$ cat config.mk
export PLATFORM = sky130hd
export DESIGN_NAME = alu_execute_unit
export DESIGN_NICKNAME = d
export VERILOG_FILES = /design/src/rtl/alu_execute_unit.sv
export SDC_FILE = /design/constraint.sdc
export NUM_CORES = 1
export LEC_CHECK = 0
export BUFFER_PORTS_ARGS = -buffer_cell sky130_fd_sc_hd__buf_4
export CAP_MARGIN = 20
export CORE_MARGIN = 1.5
export CORE_UTILIZATION = 35
export CTS_BUF_LIST = sky130_fd_sc_hd__clkbuf_2
export DETAILED_ROUTE_END_ITERATION = 6
export PLACE_DENSITY = 0.48
export SKIP_CTS_REPAIR_TIMING = 1
export SLEW_MARGIN = 40
export SYNTH_ARGS = -nofsm -noshare
export SYNTH_HDL_FRONTEND = slang
export SYNTH_SLANG_ARGS = --single-unit
$ cat constraint.sdc
create_clock -name clk_i -period 10.3 [get_ports clk_i]
set_input_delay 2.06 -clock clk_i [delete_from_list [all_inputs] [get_ports clk_i]]
set_output_delay 2.06 -clock clk_i [all_outputs]
set_load 0.01 [all_outputs]
$ cat src/rtl/alu_execute_unit.sv
// EX-stage execution unit: single-cycle ADD/SUB/OR/AND plus an iterative
// shift-add MUL that stalls the upstream pipeline while it runs.
module alu_execute_unit #(
    parameter int unsigned WIDTH = 32,
    parameter int unsigned CNT_W = 5
) (
    input  logic             clk_i,
    input  logic             rst_i,
    input  logic             flush_i,
    input  logic             valid_i,
    output logic             ready_o,
    input  logic [2:0]       ALU_control_i,
    input  logic [WIDTH-1:0] data1_i,
    input  logic [WIDTH-1:0] data2_i,
    output logic             valid_o,
    output logic [WIDTH-1:0] result_o,
    output logic             zero_o,
    output logic             stall_o
);

    localparam logic [2:0] OpAdd = 3'b000;
    localparam logic [2:0] OpSub = 3'b001;
    localparam logic [2:0] OpMul = 3'b010;
    localparam logic [2:0] OpOr  = 3'b100;
    localparam logic [2:0] OpAnd = 3'b101;

    localparam logic [CNT_W-1:0] LastIter = CNT_W'(WIDTH - 1);

    typedef enum logic [1:0] {
        StIdle,
        StMulRun,
        StDone
    } state_e;

    state_e           state_q;
    logic [CNT_W-1:0] count_q;
    logic [WIDTH-1:0] mcand_q;
    logic [WIDTH-1:0] mplier_q;
    logic [WIDTH-1:0] acc_q;

    logic [WIDTH-1:0] alu_result;
    logic [WIDTH-1:0] acc_step;
    logic             accept;

    assign ready_o = (state_q != StMulRun);
    assign stall_o = (state_q == StMulRun);
    assign accept  = valid_i & ready_o & ~flush_i;

    // Single-cycle results; MUL and undefined codes fall through to zero.
    always_comb begin
        alu_result = '0;
        case (ALU_control_i)
            OpAdd:   alu_result = data1_i + data2_i;
            OpSub:   alu_result = data1_i - data2_i;
            OpOr:    alu_result = data1_i | data2_i;
            OpAnd:   alu_result = data1_i & data2_i;
            default: alu_result = '0;
        endcase
    end

    always_comb begin
        acc_step = acc_q;
        if (mplier_q[0]) begin
            acc_step = acc_q + mcand_q;
        end
    end

    always_ff @(posedge clk_i) begin
        if (!rst_i) begin
            state_q  <= StIdle;
            count_q  <= '0;
            mcand_q  <= '0;
            mplier_q <= '0;
            acc_q    <= '0;
            valid_o  <= 1'b0;
            result_o <= '0;
            zero_o   <= 1'b1;
        end else if (flush_i) begin
            // Discard any MUL in flight; the last committed result stays visible.
            state_q <= StIdle;
            valid_o <= 1'b0;
        end else begin
            case (state_q)
                StMulRun: begin
                    acc_q    <= acc_step;
                    mcand_q  <= mcand_q << 1;
                    mplier_q <= mplier_q >> 1;
                    count_q  <= count_q + CNT_W'(1);
                    valid_o  <= 1'b0;
                    if (count_q == LastIter) begin
                        result_o <= acc_step;
                        zero_o   <= (acc_step == '0);
                        valid_o  <= 1'b1;
                        state_q  <= StDone;
                    end
                end
                default: begin
                    valid_o <= 1'b0;
                    state_q <= StIdle;
                    if (accept) begin
                        if (ALU_control_i == OpMul) begin
                            mcand_q  <= data1_i;
                            mplier_q <= data2_i;
                            acc_q    <= '0;
                            count_q  <= '0;
                            state_q  <= StMulRun;
                        end else begin
                            result_o <= alu_result;
                            zero_o   <= (alu_result == '0);
                            valid_o  <= 1'b1;
                            state_q  <= StDone;
                        end
                    end
                end
            endcase
        end
    end

endmodule

Word level (Yosys, flattened, before mapping)
Index checks and enable logic that the tools add are counted.

Bits in registers: 137. Input port bits: 71. Output and inout bits: 36.

$add $sub $neg: 4. Equal/unequal tests: 9. Multiplexer cells: 30. Bitwise operators: 6. Reduce and logical (&&, ||, !) cells: 8.

Operators by type and width (number): 32-bit 2-to-1 mux (14); 32-bit one-hot mux with 4 select lines (1); 32-bit adder (2); 32-bit zero test (2); 32-bit bitwise AND (1); 32-bit OR (1); 32-bit subtractor (1); 5-bit 2-to-1 mux (3); 1-bit 2-to-1 mux (8); 2-bit 2-to-1 mux (4); 3-bit equality test, second input constant (2); 5-bit by 1-bit adder with 5-bit output, second input constant (1); 5-bit equality test, second input constant (1); 2-bit by 1-bit != test with 1-bit output, second input constant (2); 4-bit AND reduction (1); 2-bit nonzero test (2); 3-bit by 1-bit equality test with 1-bit output, second input constant (1); 3-bit by 2-bit equality test with 1-bit output, second input constant (1); 3-bit zero test (1); 3-bit AND reduction (1); 1-bit bitwise AND (2); 2-bit by 1-bit equality test with 1-bit output, second input constant (1); 2-bit != test, second input constant (1); 1-bit inverter (2); 2-bit OR reduction (1).

Logic depth before layout (Yosys ltp)
Gate-level depths: netlist of run 1.

Depth in word-level cells: 6. Mapped depth: 22. Mapped depth without buffers: 21.

Worst setup path before layout of run 1
Ideal clock, no wire load.

Kind: input-to-reg. Start: input port data2_i[2]. End: register zero_o. Library setup time: 74 ps. Arrival: 6175 ps. Slack: 4051 ps. Stages on the path: 20. Cell sequence: clkbuf_1 -> nor4_2 -> nand3_1 -> or3_1 -> or2_2 -> clkbuf_1 -> o21ai_0 -> xor2_1 -> ha_1 -> a21oi_1 -> o21ai_0 -> or2_2 -> o211ai_1 -> a21o_1 -> mux2_2 -> nor3_1 -> nand4_1 -> nor4_2 -> nand3_1 -> a31oi_1.

Word-level cells in the longest chain between the ends: 6.

Ends and longest elaborated chain: from (decl) (RTL line 14) `input logic [WIDTH-1:0] data2_i,`; 32-bit subtractor (tied with other cells) (RTL line 54) `OpSub: alu_result = data1_i - data2_i;`; 32-bit one-hot mux with 4 select lines (*) (RTL line 52) `case (ALU_control_i)`; 32-bit zero test (*) (RTL line 109) `zero_o <= (alu_result == '0);`; 1-bit 2-to-1 mux (*) (RTL line 101) `if (ALU_control_i == OpMul) begin`; 1-bit 2-to-1 mux (*) (RTL line 100) `if (accept) begin`; 1-bit 2-to-1 mux (*) (RTL line 83) `case (state_q)`; to (signal assigned) (RTL line 92) `zero_o <= (acc_step == '0);`; to (signal assigned) (RTL line 109); to (decl) (RTL line 17) `output logic zero_o,`.

Mark *: on every way between the ends. The rest lies on a longest branch, timed or not. The select of a mux whose other input is x is not followed. A chain may end at the register's enable or synchronous reset.

Worst setup path after layout of run 1
Start: input port ALU_control_i[2]. End: register zero_o.

Word-level cells in the longest chain between the ends: 6.

Ends and longest elaborated chain: from (decl) (RTL line 12) `input logic [2:0] ALU_control_i,`; 3-bit equality test (tied with other cells) (RTL line 52); 32-bit one-hot mux with 4 select lines (RTL line 52); 32-bit zero test (RTL line 109); 1-bit 2-to-1 mux (RTL line 101); 1-bit 2-to-1 mux (RTL line 100); 1-bit 2-to-1 mux (RTL line 83).

Parallel ways exist; a longest one is shown, timed or not. The select of a mux whose other input is x is not followed.

==> results_tabular.tex, run 1 <==
\begin{tabular}{lr}
\hline
Metric & Value \\
\hline
\multicolumn{2}{l}{\textbf{Status}} \\
Run status & finished clean \\
\multicolumn{2}{l}{\textbf{Global routing}} \\
Number of global-route vias before repair & 10,923 \\
Maximum number of pins on one net before global-route repair & 121 \\
Number of antenna violations at the first check in global routing & 1 \\
Grt ovf & 0 \\
GR Util All Layers & 24.7\% \\
First-pass GRT wire length & 63,600 um \\
\multicolumn{2}{l}{\textbf{Pwr}} \\
Power density over the cells & 105 nW/um2 \\
Max rail drop VDD & 0.0568 mV \\
Static power due to leakage & 5.33 nW \\
Fraction of power consumed by combinational cells & 29.9\% \\
Switching part of the total power & 38.3\% \\
Switching pwr & 0.000506 W \\
Design internal power & 0.000816 W \\
Clock Power Share & 27.9\% \\
Sequential group share of total power & 42.2\% \\
\multicolumn{2}{l}{\textbf{STA}} \\
Clock skew & 0.0539 ns \\
RSZ-0062 raised after global routing & no \\
Part of the cycle the worst path needs & 61.3\% \\
Final total negative setup slack & 0 ns \\
Final setup violating endpoints & 0 \\
Headroom to the max-slew limit & 43.7\% \\
Final max-slew violation count & 0 \\
Final critical delay including setup and external delays & 6.31 ns \\
Number of endpoints with negative hold slack in the final report & 0 \\
Slew of the pin with the lowest slew margin & 0.844 ns \\
Top achievable clock speed & 158 MHz \\
\multicolumn{2}{l}{\textbf{Cells and area}} \\
Post-route insts no fill & 1,980 \\
Fraction of layout cells with a size suffix above 1 & 12.4\% \\
Post-synthesis to final-layout area growth & 11.6\% \\
Fill cells & 3,422 \\
\# nets final & 1,704 \\
Sequential cell area & 2740 um2 \\
Multi-input logic area & 8010 um2 \\
\multicolumn{2}{l}{\textbf{Placed design}} \\
Gpl congestion & 0.924 \\
Detailed placement HPWL & 30,900 um \\
Number of cells in the design after placement & 1,946 \\
Total of buffers placed on input and output ports & 106 \\
\multicolumn{2}{l}{\textbf{CTS}} \\
Clock-pin transition on the worst setup and hold timing paths & 0.24 ns \\
Clock root cell & sky130\_fd\_sc\_hd\_\_clkbuf\_2 \\
Clock buffers created by TritonCTS & 17 \\
Clock tree from TritonCTS & yes \\
Maximum root-to-sink buffer count & 2 \\
Clk sinks & 137 \\
Latest clock arrival within the worst-skew pair & 0.84 ns \\
Max H-tree Level & 4 \\
\multicolumn{2}{l}{\textbf{Yosys}} \\
Mean area per synthesized cell & 7.33 um2 \\
Proportion of register bits with asynchronous set or reset after synthesis & 0\% \\
Number of synthesized flops with an enable pin & 0 \\
Mapped Cells & 1,533 \\
Warning count from the yosys run & 0 \\
Primary FF master, synth & sky130\_fd\_sc\_hd\_\_dfxtp\_1 \\
Number of storage elements in the synthesis netlist & 137 \\
Net count of the mapped netlist & 1,673 \\
Unique cell type count in the Yosys netlist & 84 \\
Post-synth design cell area & 11,200 um2 \\
Sequential fraction of the synthesis area & 24.4\% \\
\multicolumn{2}{l}{\textbf{Worst setup path}} \\
WS Path Type & in2reg \\
RR Startpoint & acc\_q[0]\$\_SDFFE\_PN0P\_ \\
Arrival time at the worst endpoint & 7.06 ns \\
Maximum fanout along the worst path & 22 \\
Worst flop-to-flop path endpoint & zero\_o\$\_SDFFE\_PN1P\_ \\
Launching element type of the critical path & primary input \\
Required arrival time at the worst endpoint & 11.05 ns \\
Worst-case reg-to-reg path depth & 13 \\
Slack of the worst reg-to-reg path & 6.36 ns \\
Critical Path End Type & register \\
\multicolumn{2}{l}{\textbf{Route}} \\
Residual antenna-violating net count after detailed routing & 0 \\
First-iteration detailed-routing DRC count & 1,016 \\
DR vias/cell & 5.78 \\
Residual DRC & 0 \\
First-pass detailed-route iteration total & 6 \\
Post-detailed-route wirelength per cell & 20.7 um \\
Via count & 11,451 \\
Final Routed Wirelength & 40,900 um \\
\multicolumn{2}{l}{\textbf{Worst hold path}} \\
Worst min-delay path category & reg2reg \\
End point of the most critical hold path & result\_o[10]\$\_SDFFE\_PN0P\_ \\
Worst hold start & result\_o[10]\$\_SDFFE\_PN0P\_ \\
WHS Path Cells & 2 \\
\multicolumn{2}{l}{\textbf{Die}} \\
Core Footprint & 31,600 um2 \\
Die width & 182 um \\
Effective utilization at floorplan & 35.6\% \\
Number of I/O pins & 107 \\
Floorplan die height & 182 um \\
Floorplan die area & 33,200 um2 \\
Std cell rows & 65 \\
\multicolumn{2}{l}{\textbf{Flow run}} \\
Max\_cap viols & 0 \\
\hline
\end{tabular}
[worst max-delay path by stage]
stage                           from                   to  slack [ns]  cells after the start
floorplan                 data2_i[2]  zero_o$_SDFFE_PN1P_        4.05                     20
global placement    ALU_control_i[2]  zero_o$_SDFFE_PN1P_        3.03                     18
detailed placement  ALU_control_i[2]  zero_o$_SDFFE_PN1P_        3.19                     18
CTS                 ALU_control_i[2]  zero_o$_SDFFE_PN1P_        4.09                     18
global route        ALU_control_i[2]  zero_o$_SDFFE_PN1P_        3.58                     18
finish              ALU_control_i[2]  zero_o$_SDFFE_PN1P_        3.99                     18
[registers in the layout, summed over array words and instances, names as in the netlist]
signal and cells:
acc_q 32, count_q 5, mcand_q 32, mplier_q 32
result_o 32, state_q 2, valid_o 1, zero_o 1
[critical path, stage by stage]
cell and delay (ns):
sky130_fd_sc_hd__buf_4 0.19, sky130_fd_sc_hd__inv_1 0.34, sky130_fd_sc_hd__nand2_1 0.45, sky130_fd_sc_hd__nor2_2 0.68, sky130_fd_sc_hd__a21oi_1 0.11, sky130_fd_sc_hd__xnor2_1 0.16
sky130_fd_sc_hd__ha_1 0.36, sky130_fd_sc_hd__a21oi_1 0.26, sky130_fd_sc_hd__o21ai_0 0.19, sky130_fd_sc_hd__or2_2 0.32, sky130_fd_sc_hd__o211ai_1 0.32, sky130_fd_sc_hd__a21o_1 0.24
sky130_fd_sc_hd__mux2_2 0.35, sky130_fd_sc_hd__nor3_1 0.31, sky130_fd_sc_hd__nand4_1 0.17, sky130_fd_sc_hd__nor4_2 0.26, sky130_fd_sc_hd__nand3_1 0.11, sky130_fd_sc_hd__a31oi_1 0.16
[metrics by stage]
stage / instance area, um2 / hold slack, ns / total power, W / setup slack (ns) / utilization, %
4_1_cts: 12500 / 0.473 / 0.00133 / 4.09 / 39.6
3_5_place_dp: 12300 / 0.449 / 0.000958 / 3.19 / 38.9
5_1_grt: 12500 / 0.499 / 0.00140 / 3.58 / 39.7
3_3_place_gp: 12200 / 0.446 / 0.000959 / 3.03 / 38.8
2_1_floorplan: 11200 / 0.443 / 0.000823 / 4.05 / -
6_report: 12500 / 0.470 / 0.00132 / 3.99 / 39.7
[layer usage]
layer / GRT usage [%] / vias up / wire length (um)
met4: 6.48 / 0 / 710
met2: 39.1 / 294 / 18100
li1: - / 5679 / -
met3: 3.35 / 41 / 1800
met1: 35.2 / 5437 / 20200
met5: 0 / - / 0
[power groups by stage]
stage	combinational (W)	clock, W	sequential, W
final	0.000395	0.000369	0.000558
after global routing	0.000433	0.000406	0.000561
after CTS	0.000391	0.000384	0.000559
after detailed placement	0.000389	0	0.000568
after global placement	0.000390	0	0.000569
after floorplan	0.000256	0	0.000567
[Yosys cell counts (8+ instances only)]
cell type / count / share of area [%]
sky130_fd_sc_hd__a21oi_1: 123 / 5.5
sky130_fd_sc_hd__o211ai_1: 27 / 1.8
sky130_fd_sc_hd__nor2b_1: 16 / 0.89
sky130_fd_sc_hd__a31oi_1: 14 / 0.78
sky130_fd_sc_hd__nand4_1: 17 / 0.95
sky130_fd_sc_hd__o21a_1: 15 / 1.0
sky130_fd_sc_hd__ha_1: 67 / 7.5
sky130_fd_sc_hd__a311oi_1: 36 / 2.8
sky130_fd_sc_hd__o31ai_1: 12 / 0.80
sky130_fd_sc_hd__xnor2_1: 35 / 2.7
sky130_fd_sc_hd__o21ai_0: 96 / 4.3
sky130_fd_sc_hd__mux2_2: 10 / 1.0
sky130_fd_sc_hd__maj3_1: 18 / 1.6
sky130_fd_sc_hd__o211a_1: 29 / 2.6
sky130_fd_sc_hd__dfxtp_1: 137 / 24
sky130_fd_sc_hd__o21bai_1: 10 / 0.67
sky130_fd_sc_hd__a211oi_1: 20 / 1.3
sky130_fd_sc_hd__a22o_1: 19 / 1.5
sky130_fd_sc_hd__nand3_1: 52 / 2.3
sky130_fd_sc_hd__nand2_1: 255 / 8.5
sky130_fd_sc_hd__xor2_1: 36 / 2.8
sky130_fd_sc_hd__mux2i_1: 15 / 1.3
sky130_fd_sc_hd__clkbuf_1: 93 / 3.1
sky130_fd_sc_hd__nor2_1: 145 / 4.8
sky130_fd_sc_hd__and3_1: 11 / 0.61
sky130_fd_sc_hd__nor3_1: 33 / 1.5
sky130_fd_sc_hd__buf_1: 8 / 0.27
sky130_fd_sc_hd__inv_1: 22 / 0.73
sky130_fd_sc_hd__a21o_1: 27 / 1.8
[logic make-up (layout without fill, tap and decap cells)]
kind of cell	Yosys count	count (layout)	synth area share (%)
AOI/OAI and AO/OA	494	494	30.0
buffers and inverters	133	177	4.60
and+or+nand+nor	584	584	23.4
other	0	1	0
DFF	137	137	24.4
adders and majority gates	87	87	9.42
xor gates and xnor gates	72	72	5.68
muxes	26	26	2.47
[placed cells by master, fill, tap and decap left out, types with 11 or more instances in the layout]
master and count:
sky130_fd_sc_hd__nand2_1 255, sky130_fd_sc_hd__nor2_1 143, sky130_fd_sc_hd__dfxtp_1 136, sky130_fd_sc_hd__a21oi_1 121, sky130_fd_sc_hd__buf_4 116, sky130_fd_sc_hd__o21ai_0 96
sky130_fd_sc_hd__ha_1 67, sky130_fd_sc_hd__nand3_1 52, sky130_fd_sc_hd__xor2_1 36, sky130_fd_sc_hd__a311oi_1 36, sky130_fd_sc_hd__xnor2_1 35, sky130_fd_sc_hd__nor3_1 32
sky130_fd_sc_hd__o211a_1 29, sky130_fd_sc_hd__a21o_1 27, sky130_fd_sc_hd__o211ai_1 27, sky130_fd_sc_hd__inv_1 21, sky130_fd_sc_hd__a211oi_1 20, sky130_fd_sc_hd__a22o_1 19
sky130_fd_sc_hd__maj3_1 18, sky130_fd_sc_hd__nand4_1 17, sky130_fd_sc_hd__clkbuf_2 17, sky130_fd_sc_hd__nor2b_1 16, sky130_fd_sc_hd__o21a_1 15, sky130_fd_sc_hd__mux2i_1 15
sky130_fd_sc_hd__a31oi_1 14, sky130_fd_sc_hd__o31ai_1 12, sky130_fd_sc_hd__and3_1 11
[final cells by class]
| type | count | share of cell area, % |
|---|---|---|
| clock buffer | 17 | 0.679 |
| inverter | 25 | 0.749 |
| timing repair buffer | 120 | 7.43 |
| sequential | 137 | 21.9 |
| clock inverter | 15 | 1.29 |
| tap | 402 | 4.01 |
| multi-input combinational | 1263 | 63.9 |
| antenna | 1 | 0.0200 |
No activity file was read; power rests on OpenSTA's default activity.
==> run 2, diff against run 1 <==
--- a/config.mk
+++ b/config.mk
@@ -5,13 +5,14 @@
 export SDC_FILE = /design/constraint.sdc
 export NUM_CORES = 1
 export LEC_CHECK = 0
+export ABC_AREA = 1
 export BUFFER_PORTS_ARGS = -buffer_cell sky130_fd_sc_hd__buf_4
 export CAP_MARGIN = 20
 export CORE_MARGIN = 1.5
 export CORE_UTILIZATION = 35
 export CTS_BUF_LIST = sky130_fd_sc_hd__clkbuf_2
 export DETAILED_ROUTE_END_ITERATION = 6
-export PLACE_DENSITY = 0.48
+export PLACE_DENSITY = 0.49
 export SKIP_CTS_REPAIR_TIMING = 1
 export SLEW_MARGIN = 40
 export SYNTH_ARGS = -nofsm -noshare
==> constraint.sdc (replaced) <==
create_clock -name clk_i -period 5.53 [get_ports clk_i]
set_input_delay 1.106 -clock clk_i [delete_from_list [all_inputs] [get_ports clk_i]]
set_output_delay 1.106 -clock clk_i [all_outputs]
set_load 0.01 [all_outputs]
==> run 2 against run 1 <==
Cell area up 9.5%; first-iteration DRC count down 5.9%; sequential power up 86%; critical path type unchanged; clock-buffer cell count up 1; largest power group unchanged; die area up 10%; setup slack worse by 2.7 ns.
==> results_tabular.tex, run 2 <==
\begin{tabular}{lr}
\hline
Metric & Value \\
\hline
\multicolumn{2}{l}{\textbf{STA}} \\
Final total negative setup slack & 0 ns (unchanged) \\
Part of the cycle the worst path needs & 76.6\% \\
RSZ-0062 raised after global routing & no (unchanged) \\
Final max-slew violation count & 0 (unchanged) \\
Clock skew & 0.0618 ns (was 0.0539 ns) \\
Headroom to the max-slew limit & 46.7\% (was 43.7\%) \\
Top achievable clock speed & 236 MHz \\
Final setup violating endpoints & 0 (unchanged) \\
Final critical delay including setup and external delays & 4.23 ns \\
Number of endpoints with negative hold slack in the final report & 0 (unchanged) \\
Slew of the pin with the lowest slew margin & 0.799 ns (was 0.844 ns) \\
\multicolumn{2}{l}{\textbf{Global routing}} \\
Number of antenna violations at the first check in global routing & 1 (unchanged) \\
First-pass GRT wire length & 70,700 um (was 63,600 um) \\
GR Util All Layers & 25.3\% (was 24.7\%) \\
Number of global-route vias before repair & 12,729 (was 10,923) \\
Grt ovf & 0 (unchanged) \\
Maximum number of pins on one net before global-route repair & 89 (was 121) \\
\multicolumn{2}{l}{\textbf{Yosys}} \\
Number of storage elements in the synthesis netlist & 137 (unchanged) \\
Post-synth design cell area & 12,400 um2 (was 11,200 um2) \\
Mapped Cells & 2,154 (was 1,533) \\
Largest area contributor in the synthesized netlist & sky130\_fd\_sc\_hd\_\_dfxtp\_1 (unchanged) \\
Proportion of register bits with asynchronous set or reset after synthesis & 0\% (unchanged) \\
Share of the synthesized area in the top cell type & 22.2\% (was 24.4\%) \\
Mean area per synthesized cell & 5.74 um2 (was 7.33 um2) \\
Unique cell type count in the Yosys netlist & 44 (was 84) \\
Top post-synthesis cells by area & sky130\_fd\_sc\_hd\_\_dfxtp\_1, sky130\_fd\_sc\_hd\_\_nand2\_1, sky130\_fd\_sc\_hd\_\_inv\_1 (was sky130\_fd\_sc\_hd\_\_dfxtp\_1, sky130\_fd\_sc\_hd\_\_nand2\_1, sky130\_fd\_sc\_hd\_\_ha\_1) \\
Net count of the mapped netlist & 2,294 (was 1,673) \\
Warning count from the yosys run & 0 (unchanged) \\
Number of synthesized flops with an enable pin & 0 (unchanged) \\
Sequential fraction of the synthesis area & 22.2\% (was 24.4\%) \\
Library cell with the highest instance count after synthesis & sky130\_fd\_sc\_hd\_\_nand2\_1 (unchanged) \\
Primary FF master, synth & sky130\_fd\_sc\_hd\_\_dfxtp\_1 (unchanged) \\
Most common library cells after synthesis & sky130\_fd\_sc\_hd\_\_nand2\_1, sky130\_fd\_sc\_hd\_\_inv\_1, sky130\_fd\_sc\_hd\_\_nor2\_1, sky130\_fd\_sc\_hd\_\_nand3\_1, sky130\_fd\_sc\_hd\_\_o21ai\_0 (was sky130\_fd\_sc\_hd\_\_nand2\_1, sky130\_fd\_sc\_hd\_\_nor2\_1, sky130\_fd\_sc\_hd\_\_dfxtp\_1, sky130\_fd\_sc\_hd\_\_a21oi\_1, sky130\_fd\_sc\_hd\_\_o21ai\_0) \\
\multicolumn{2}{l}{\textbf{CTS}} \\
Clock tree from TritonCTS & yes (unchanged) \\
Clk sinks & 137 (unchanged) \\
Clock buffers created by TritonCTS & 17 (unchanged) \\
Latest clock arrival within the worst-skew pair & 0.79 ns (was 0.84 ns) \\
Max H-tree Level & 4 (unchanged) \\
Clock-pin transition on the worst setup and hold timing paths & 0.29 ns (was 0.24 ns) \\
Maximum root-to-sink buffer count & 2 (unchanged) \\
Clock root cell & sky130\_fd\_sc\_hd\_\_clkbuf\_2 (unchanged) \\
\multicolumn{2}{l}{\textbf{Worst setup path}} \\
WS Path Type & in2reg (unchanged) \\
Arrival time at the worst endpoint & 4.95 ns (was 7.06 ns) \\
Critical Path End Type & register (unchanged) \\
Max incr delay on CP & 0.38 ns (was 0.68 ns) \\
Launching element type of the critical path & primary input (unchanged) \\
Slowest library cell on the worst path & sky130\_fd\_sc\_hd\_\_ha\_1 (was sky130\_fd\_sc\_hd\_\_nor2\_2) \\
Maximum fanout along the worst path & 5 (was 22) \\
Required arrival time at the worst endpoint & 6.24 ns (was 11.05 ns) \\
Worst-case reg-to-reg path depth & 17 (was 13) \\
RR Startpoint & mcand\_q[0]\$\_SDFFE\_PN0P\_ (was acc\_q[0]\$\_SDFFE\_PN0P\_) \\
Slack of the worst reg-to-reg path & 2.50 ns (was 6.36 ns) \\
Worst flop-to-flop path endpoint & zero\_o\$\_SDFFE\_PN1P\_ (unchanged) \\
Most used cell along the critical path & sky130\_fd\_sc\_hd\_\_nand2\_1 (was sky130\_fd\_sc\_hd\_\_a21oi\_1) \\
\multicolumn{2}{l}{\textbf{Pwr}} \\
Tot Pwr & 0.00236 W (was 0.00132 W) \\
Static power due to leakage & 6.97 nW (was 5.33 nW) \\
Power density over the cells & 172 nW/um2 (was 105 nW/um2) \\
Max rail drop VDD & 0.0902 mV (was 0.0568 mV) \\
\multicolumn{2}{l}{\textbf{Cells and area}} \\
\# nets final & 2,350 (was 1,704) \\
Design area & 13,700 um2 (was 12,500 um2) \\
Post-synthesis to final-layout area growth & 10.9\% (was 11.6\%) \\
Highest-count cells in the layout ignoring fill and taps & sky130\_fd\_sc\_hd\_\_nand2\_1, sky130\_fd\_sc\_hd\_\_inv\_1, sky130\_fd\_sc\_hd\_\_nor2\_1 (was sky130\_fd\_sc\_hd\_\_nand2\_1, sky130\_fd\_sc\_hd\_\_nor2\_1, sky130\_fd\_sc\_hd\_\_dfxtp\_1) \\
Most frequent standard cell in the layout excluding fill and tap cells & sky130\_fd\_sc\_hd\_\_nand2\_1 (unchanged) \\
Multi-input logic area & 8200 um2 (was 8010 um2) \\
Fraction of layout cells with a size suffix above 1 & 9.90\% (was 12.4\%) \\
Sequential cell area & 2740 um2 (about the same) \\
Fill cells & 3,958 (was 3,422) \\
\multicolumn{2}{l}{\textbf{Placed design}} \\
Detailed placement HPWL & 37,000 um (was 30,900 um) \\
DP Area & 13,500 um2 (was 12,300 um2) \\
Gpl congestion & 0.923 (was 0.924) \\
Total of buffers placed on input and output ports & 106 (unchanged) \\
\multicolumn{2}{l}{\textbf{Route}} \\
Metal3 WL & 1310 um (was 1800 um) \\
Met2 Wirelength & 21,500 um (was 18,100 um) \\
First-pass detailed-route iteration total & 5 (was 6) \\
Residual DRC & 0 (unchanged) \\
Via count & 13,607 (was 11,451) \\
Residual antenna-violating net count after detailed routing & 0 (unchanged) \\
Post-detailed-route wirelength per cell & 17.2 um (was 20.7 um) \\
Final Routed Wirelength & 46,000 um (was 40,900 um) \\
Post-route met1 wirelength & 22,700 um (was 20,200 um) \\
DR vias/cell & 5.08 (was 5.78) \\
First-iteration detailed-routing DRC count & 956 (was 1,016) \\
Top layer in use & met4 (unchanged) \\
\multicolumn{2}{l}{\textbf{Worst hold path}} \\
WHS Path Cells & 2 (unchanged) \\
Worst min-delay path category & reg2reg (unchanged) \\
End point of the most critical hold path & mcand\_q[1]\$\_SDFFE\_PN0P\_ (was result\_o[10]\$\_SDFFE\_PN0P\_) \\
Worst hold start & mcand\_q[0]\$\_SDFFE\_PN0P\_ (was result\_o[10]\$\_SDFFE\_PN0P\_) \\
\multicolumn{2}{l}{\textbf{Die}} \\
Core Footprint & 34,700 um2 (was 31,600 um2) \\
Die width & 191 um (was 182 um) \\
Effective utilization at floorplan & 35.6\% (about the same) \\
Std cell rows & 68 (was 65) \\
Number of I/O pins & 107 (unchanged) \\
Floorplan die area & 36,500 um2 (was 33,200 um2) \\
Floorplan die height & 191 um (was 182 um) \\
\multicolumn{2}{l}{\textbf{Status}} \\
Run status & finished clean (unchanged) \\
\multicolumn{2}{l}{\textbf{Flow run}} \\
Max\_cap viols & 0 (unchanged) \\
\hline
\end{tabular}
run 2: worst max-delay path by stage:
stage	start	endpoint	slack, ns	depth (start not counted)
3_5_place_dp	data2_i[0]	zero_o$_SDFFE_PN1P_	0.52	33
4_1_cts	data2_i[0]	zero_o$_SDFFE_PN1P_	1.34	33
6_report	data2_i[0]	zero_o$_SDFFE_PN1P_	1.30	32
3_3_place_gp	data2_i[0]	zero_o$_SDFFE_PN1P_	0.46	33
5_1_grt	data2_i[0]	zero_o$_SDFFE_PN1P_	0.87	32
2_1_floorplan	data2_i[0]	zero_o$_SDFFE_PN1P_	1.43	28
run 2: per-layer routing:
metal  global-route usage (%)  vias to the layer above
met3                     2.11                       32
li1                         -                     7081
met5                        0                        -
met4                     4.72                        0
met2                     42.7                      236
met1                     35.2                     6258
run 2: cell families after synthesis:
logic type,Yosys count,synth area share (%)
xor gates and xnor gates,37,2.62
buffers and inverters,371,11.6
DFF,137,22.2
AOI/OAI and AO/OA,355,16.2
adders and majority gates,69,7.10
and+or+nand+nor,1185,40.3
run 2: report_power, final:
group          total, W  internal, W  switching [W]
sequential      0.00104      0.00102      0.0000240
combinational  0.000712     0.000246       0.000466
clock          0.000604     0.000140       0.000463
run 2: final cells by class:
class	instances	share of cell area [%]
Multi-Input combinational cell	1646	59.7
Sequential cell	137	20.0
Inverter	289	7.95
Timing Repair Buffer	119	6.60
Tap cell	455	4.15
Clock inverter	14	0.921
Clock buffer	18	0.656
Antenna cell	1	0.0182
run 2: metrics by stage:
step           setup WS (ns)  std cells  utilization, %  hold slack [ns]
4_1_cts                 1.34       2677            39.5            0.494
3_5_place_dp           0.516       2645            38.9            0.470
5_1_grt                0.866       2679            39.5            0.483
2_1_floorplan           1.43       2154               -            0.435
3_3_place_gp           0.457       2645            38.8            0.460
6_report                1.30       2679            39.5            0.487
run 2: worst max-delay path: cells and delay by family:
kind            cells  cell delay, ns
compound gates      1            0.10
xor+xnor            1            0.18
fa+ha+maj           2            0.55
buf+inv             5            0.45
simple gates       23            2.58
